`config.mk`:
```
export PLATFORM = sky130hd
export DESIGN_NAME = seg_scan_ctrl_flat
export DESIGN_NICKNAME = d
export VERILOG_FILES = /design/src/rtl/seg_pkg.sv /design/src/rtl/seg_scan_ctrl_if.sv /design/src/rtl/bin2bcd_seq.sv /design/src/rtl/seg_scan_ctrl.sv /design/src/flat_wrapper.sv
export SDC_FILE = /design/constraint.sdc
export NUM_CORES = 1
export LEC_CHECK = 0
export CAP_MARGIN = 30
export CORE_UTILIZATION = 35
export CTS_BUF_LIST = sky130_fd_sc_hd__clkbuf_2
export DETAILED_ROUTE_END_ITERATION = 7
export DONT_BUFFER_PORTS = 1
export PLACE_DENSITY = 0.6
export SYNTH_ARGS = -nofsm -noshare
export SYNTH_HDL_FRONTEND = slang
export SYNTH_SLANG_ARGS = --single-unit
```
`constraint.sdc`:
```
create_clock -name clk -period 3.9 [get_ports clk]
set_input_delay 0.39 -clock clk [delete_from_list [all_inputs] [get_ports clk]]
set_output_delay 0.39 -clock clk [all_outputs]
set_load 0.05 [all_outputs]
```
`src/rtl/seg_pkg.sv`:
```
// Shared definitions for the multiplexed seven-segment scan controller:
// FSM encoding, buffer/BCD geometry and small digit helpers.
package seg_pkg;

    localparam int BIN_W = 32;
    localparam int NDIG  = 8;
    localparam int BCD_W = 40;
    localparam int NBCD  = BCD_W / 4;

    typedef enum logic [1:0] {
        IDLE   = 2'd0,
        CONV   = 2'd1,
        COMMIT = 2'd2
    } state_e;

    typedef logic [NDIG*4-1:0] disp_t;
    typedef logic [BCD_W-1:0]  bcd_t;

    // Index of the most-significant nonzero digit; 0 when the buffer is all zero.
    function automatic logic [2:0] msd_pos(input disp_t d);
        logic [2:0] idx;
        idx = 3'd0;
        for (int i = 0; i < NDIG; i++) begin
            if (d[4*i +: 4] != 4'd0) idx = 3'(i);
        end
        return idx;
    endfunction

    function automatic bcd_t dabble_adjust(input bcd_t b);
        bcd_t r;
        r = b;
        for (int i = 0; i < NBCD; i++) begin
            if (b[4*i +: 4] >= 4'd5) r[4*i +: 4] = b[4*i +: 4] + 4'd3;
        end
        return r;
    endfunction

endpackage

```
`src/rtl/seg_scan_ctrl_if.sv`:
```
// Request channel into the scan controller: a value plus hex/decimal select,
// transferred on valid & ready.
interface seg_scan_ctrl_if;
    import seg_pkg::*;

    logic             req_valid;
    logic             req_ready;
    logic [BIN_W-1:0] req_data;
    logic             req_hex;

    modport master (
        output req_valid,
        output req_data,
        output req_hex,
        input  req_ready
    );

    modport slave (
        input  req_valid,
        input  req_data,
        input  req_hex,
        output req_ready
    );

endinterface

```
`src/rtl/bin2bcd_seq.sv`:
```
// Iterative double-dabble converter: 32 shift-add-3 steps, one per clock,
// started by a one-cycle start pulse.
module bin2bcd_seq
    import seg_pkg::*;
(
    input  logic             clk,
    input  logic             rst,
    input  logic             start,
    input  logic [BIN_W-1:0] bin,
    output logic             done,
    output bcd_t             bcd
);

    logic             run_q;
    logic [4:0]       cnt_q;
    logic [BIN_W-1:0] sh_q;
    bcd_t             bcd_q;
    bcd_t             adj;

    assign adj = dabble_adjust(bcd_q);

    always_ff @(posedge clk or posedge rst) begin
        if (rst) begin
            run_q <= 1'b0;
            cnt_q <= 5'd0;
        end else if (start) begin
            run_q <= 1'b1;
            cnt_q <= 5'd0;
        end else if (run_q) begin
            cnt_q <= cnt_q + 5'd1;
            if (cnt_q == 5'd31) run_q <= 1'b0;
        end
    end

    always_ff @(posedge clk) begin
        if (start) begin
            sh_q  <= bin;
            bcd_q <= '0;
        end else if (run_q) begin
            bcd_q <= {adj[BCD_W-2:0], sh_q[BIN_W-1]};
            sh_q  <= {sh_q[BIN_W-2:0], 1'b0};
        end
    end

    // done flags the cycle whose closing edge performs the final step,
    // so bcd holds the finished result from the following cycle on.
    assign done = run_q && (cnt_q == 5'd31);
    assign bcd  = bcd_q;

endmodule

```
`src/rtl/seg_scan_ctrl.sv`:
```
// Display controller: accepts a value, converts it to hex or decimal digits
// into an 8-digit buffer, and time-multiplexes the buffer onto one digit output.
module seg_scan_ctrl
    import seg_pkg::*;
#(
    parameter int SCAN_DIV = 150000,
    parameter int BLANK_LZ = 1
) (
    input  logic                 clk,
    input  logic                 rst,
    seg_scan_ctrl_if.slave       req,
    output logic [3:0]           dig,
    output logic [2:0]           pos,
    output logic                 point,
    output logic                 off,
    output logic                 busy,
    output logic                 ovf
);

    localparam int CW = $clog2(SCAN_DIV);

    state_e           state_q, state_d;
    disp_t            disp_q, disp_d;
    logic             ovf_q, ovf_d;
    logic [BIN_W-1:0] data_q;
    logic             hex_q;
    logic [CW-1:0]    scnt_q;
    logic [2:0]       pos_q;

    logic             ready;
    logic             accept;
    logic             conv_start;
    logic             conv_done;
    bcd_t             conv_bcd;

    bin2bcd_seq u_conv (
        .clk   (clk),
        .rst   (rst),
        .start (conv_start),
        .bin   (req.req_data),
        .done  (conv_done),
        .bcd   (conv_bcd)
    );

    assign ready         = (state_q == IDLE);
    assign accept        = req.req_valid && ready;
    assign req.req_ready = ready;
    assign busy          = ~ready;

    always_ff @(posedge clk or posedge rst) begin
        if (rst) begin
            state_q <= IDLE;
            disp_q  <= '0;
            ovf_q   <= 1'b0;
        end else begin
            state_q <= state_d;
            disp_q  <= disp_d;
            ovf_q   <= ovf_d;
        end
    end

    always_ff @(posedge clk) begin
        if (accept) begin
            data_q <= req.req_data;
            hex_q  <= req.req_hex;
        end
    end

    always_comb begin
        state_d    = state_q;
        disp_d     = disp_q;
        ovf_d      = ovf_q;
        conv_start = 1'b0;
        case (state_q)
            IDLE: begin
                if (accept) begin
                    conv_start = !req.req_hex;
                    state_d    = req.req_hex ? COMMIT : CONV;
                end
            end
            CONV: begin
                if (conv_done) state_d = COMMIT;
            end
            COMMIT: begin
                state_d = IDLE;
                if (hex_q) begin
                    disp_d = data_q;
                    ovf_d  = 1'b0;
                end else begin
                    // Only eight digits fit; digits 8 and 9 are dropped and flagged.
                    disp_d = conv_bcd[NDIG*4-1:0];
                    ovf_d  = |conv_bcd[BCD_W-1:NDIG*4];
                end
            end
            default: state_d = IDLE;
        endcase
    end

    always_ff @(posedge clk or posedge rst) begin
        if (rst) begin
            scnt_q <= '0;
            pos_q  <= 3'd0;
        end else if (scnt_q == CW'(SCAN_DIV - 1)) begin
            scnt_q <= '0;
            pos_q  <= pos_q + 3'd1;
        end else begin
            scnt_q <= scnt_q + 1'b1;
        end
    end

    assign pos   = pos_q;
    assign dig   = disp_q[{pos_q, 2'b00} +: 4];
    assign off   = (BLANK_LZ != 0) && (pos_q > msd_pos(disp_q));
    assign point = (pos_q == 3'd7) && ovf_q;
    assign ovf   = ovf_q;

endmodule

```
`src/flat_wrapper.sv`:
```
// flat-port wrapper written by rule: the top's interface ports become plain ports
module seg_scan_ctrl_flat import seg_pkg::*;
#(
    parameter int SCAN_DIV = 150000,
    parameter int BLANK_LZ = 1
)
  (clk, rst, dig, pos, point, off, busy, ovf, req_req_valid, req_req_data, req_req_hex, req_req_ready);
  seg_scan_ctrl_if req_i ();
  input  logic clk;
  input  logic rst;
  output logic [3:0] dig;
  output logic [2:0] pos;
  output logic point;
  output logic off;
  output logic busy;
  output logic ovf;
  input wire logic [$bits(req_i.req_valid)-1:0] req_req_valid;
  input wire logic [$bits(req_i.req_data)-1:0] req_req_data;
  input wire logic [$bits(req_i.req_hex)-1:0] req_req_hex;
  output wire logic [$bits(req_i.req_ready)-1:0] req_req_ready;
  assign req_i.req_valid = req_req_valid;
  assign req_i.req_data = req_req_data;
  assign req_i.req_hex = req_req_hex;
  assign req_req_ready = req_i.req_ready;
  seg_scan_ctrl #(.SCAN_DIV(SCAN_DIV), .BLANK_LZ(BLANK_LZ)) u_core (.clk(clk), .rst(rst), .req(req_i), .dig(dig), .pos(pos), .point(point), .off(off), .busy(busy), .ovf(ovf));
endmodule
```
==> impl_results.md <==
- Multi-input logic area: 3274 sq um
- Overflow after GRT: 0
- Largest net degree at the start of global routing: 58
- Final Critical Period: 3.403 ns
- Tcrit/Tclk final: 87.24%
- Clock transition at path regs: 0.26 ns
- YS warnings: 0
- Cell area after synthesis: 7801 sq um
- I/O Pins: 48
- Die Wd: 151.3 microns
- Power share of the clock group: 15.3%
- Drc violations: 0
- WP data arrival: 3.01 ns
- P per Cell Area: 690.4 nW/um^2
- Headroom to the max-slew limit: 37.89%
- Net Count, Synth: 738
- DP Area: 8130 sq um
- CTS tree: yes
- Worst Hold Class: in2async
- Syn-to-layout area delta: 12.01%
- Crit path launch type: register
- CTS H-tree depth: 4
- RSZ-0062 raised after global routing: false
- Sw Pwr: 2.278 mW
- Post-synthesis cell count: 673
- Clock Latency Late Sink: 0.76 ns
- Gr usage total: 14.34%
- Measured slew at the worst slew-check pin: 0.9259 ns
- Setup violations, final: 0
- Number of flops mapped to enable cells by yosys: 65
- CTS Buf Count: 17
- Max-cap violations: 0
- Non-Filler Instances: 1001
- Sinks on Clock Net: 167
- Routed WL: 15450 microns
- First-pass GRT wire length: 25140 microns
- Critical path class: reg2out
- Routed wire per std cell: 15.44 microns
- Fin. Hold Viols: 0
- Most common cell after layout, fill and taps aside: nand2_1
- Vias in the first global route: 4749
- Share of cells above drive strength 1: 14.86%
- HPWL after DPL: 10590 microns
- P_int: 3.754 mW
- Seq cells post-synth: 167
- Net Sw Frac: 37.77%
- Syn avg cell area: 11.59 sq um
- Final TNS setup: 0 ns
- Postcts setup bufs: 0
- Sequential share of the synthesized area: 55.17%
- Drt first pass iters: 4
- Vias per inst: 5.011
- Initial antenna violation count: 1
- Max Freq: 0.2939 GHz
- Synth cell types: 44
- Placed insts: 932
- # rows: 54
- Leakage power: 3.568 nW
- Maximum root-to-sink buffer count: 2
- CP endpoint kind: output pin
- Die Area: 22890 sq um
- Gpl congestion: 0.8108
- Logic pwr share: 35.0%
- CTS root buffer: clkbuf_2
- Sequential power share: 49.7%
- Most frequent cells in the layout: nand2_1, edfxtp_1, dfrtp_1, o21ai_0, mux2_2
- Core Footprint: 21820 sq um
- Setup Skew: 0.03671 ns
- Finished Cell Area: 8738 sq um
- Via count: 5016
- IO buf count: 0
- Post-synth ARST share: 37.13%
- Initial DRC count: 281
- Status: finished clean
- Maximum VDD drop: 0.4148 mV
- R2R depth: 4
- Max-slew violation count: 0
- Fill count: 2129
- Antenna viol nets, final: 0
- Fin nets: 772
- Max FO, Critical Path: 3
- Worst Path Required: 3.51 ns
- Register area: 4304 sq um
- Die height: 151.3 microns
- Starting density of the core: 35.75%
- Ys flop type: edfxtp_1
==> final cells by class <==
class	instances	share of cell area, %
flip-flops and latches	167	49.26
multi-input cells	450	37.47
repair buffers	46	5.412
well taps	280	4.009
clock inverters	14	1.718
inverters	25	1.074
clock buffers	18	1.031
diodes	1	0.02864
==> cells in the mapped netlist (all sizes together) (2+ instances only) <==
library cell	instances	area (sq um)
clkbuf	18	67.56
nand3	23	115.1
edfxtp	65	1952
ha	29	362.9
xnor2	23	201.4
nor4b	3	38.79
nand3b	3	26.27
o21ai	54	270.3
a211oi	5	37.54
nor2	28	105.1
mux4	8	180.2
o22ai	20	125.1
a21oi	28	140.1
dfrtp	62	1551
a21o	6	45.04
and3	2	12.51
and2	3	18.77
dfxtp	40	800.8
xor2	10	87.58
nand2b	12	75.07
buf	13	71.32
nand4	4	25.02
mux2i	35	350.3
nor3b	7	52.55
mux2	47	529.3
o41ai	2	17.52
nand2	79	296.5
inv	24	90.09
nor4	7	58.81
nor3	3	15.01
==> kinds of logic (layout without fill, tap and decap cells) <==
kind of cell    Yosys count  count (layout)  share of synthesized area [%]
compound gates          117             117                          8.324
simple gates            181             181                          11.58
fa+ha+maj                29              29                          4.651
buf+inv                  56             103                          2.983
xor+xnor                 33              33                          3.705
other cells               0               1                              0
flops                   167             167                          55.17
mux                      90              90                          13.58
==> power groups by stage <==
| stage | registers [mW] | clock network (mW) | logic [mW] |
|---|---|---|---|
| after floorplan | 2.87 | 0 | 1.73 |
| after global routing | 3.08 | 1.02 | 2.39 |
| final | 3.00 | 0.921 | 2.11 |
| after global placement | 3.03 | 0 | 2.03 |
| after detailed placement | 3.04 | 0 | 2.09 |
| after CTS | 3.00 | 0.950 | 2.14 |
==> path summary, 6_finish.rpt <==
check	start	slack (ns)	end
max in group asynchronous	rst	2.86	u_core.disp_q[8]$_DFFE_PP0N_
min in group clk	req_req_valid	0.14	u_core.u_conv.bcd[15]$_SDFFE_PP0P_
hold reg to reg	u_core.u_conv.bcd[39]$_SDFFE_PP0P_	0.49	u_core.u_conv.bcd[39]$_SDFFE_PP0P_
setup reg to reg	u_core.scnt_q[9]$_DFF_PP0_	1.70	u_core.pos[1]$_DFFE_PP0N_
setup / recovery	u_core.disp_q[20]$_DFFE_PP0N_	0.50	off
hold / removal	rst	0.12	u_core.scnt_q[15]$_DFF_PP0_
==> sequential cells by signal, indices dropped and copies added (netlist names) <==
register and count:
u_core.data_q 32, u_core.state_q 2, u_core.pos 3, u_core.u_conv.sh_q 32, u_core.u_conv.cnt_q 5, u_core.hex_q 1
u_core.ovf 1, u_core.scnt_q 18, u_core.u_conv.bcd 40, u_core.u_conv.run_q 1, u_core.disp_q 32
==> routing by layer <==
layer	GRT usage, %	up-vias	part of all wire, %
met5	0	-	0
met4	3.350	0	0.77
met3	3.886	10	4.5
met2	20.27	86	42
met1	21.45	2432	53
li1	-	2488	-
==> worst max-delay path: stages, from the launching register on <==
cell	delay, ns
dfrtp_1	0.46
or4_1	0.55
nand2b_1	0.18
a21oi_1	0.13
nor2_1	0.06
ha_1	0.29
a21o_1	0.11
a21oi_1	0.06
a31oi_1	0.20
buf_4	0.24
==> metrics by stage <==
stage	setup slack, ns	power (mW)	utilization [%]	hold WS (ns)
6_report	0.4975	6.033	40.04	0.1241
3_5_place_dp	1.325	5.130	37.25	0.3856
5_1_grt	0.2718	6.488	40.04	0.07588
4_1_cts	0.4707	6.086	39.96	0.07209
3_3_place_gp	1.332	5.059	37.04	0.3801
2_1_floorplan	0.9807	4.608	-	0.4356
==> repair_timing <==
| item | CTS | global route |
|---|---|---|
| setup endpoints to repair | 0 | 0 |
| hold buffers | 35 | 0 |
| resized for setup | 0 | 0 |
| endpoints found under the hold margin | 116 | 0 |
Note: power is estimated with default switching activity, not from simulation.
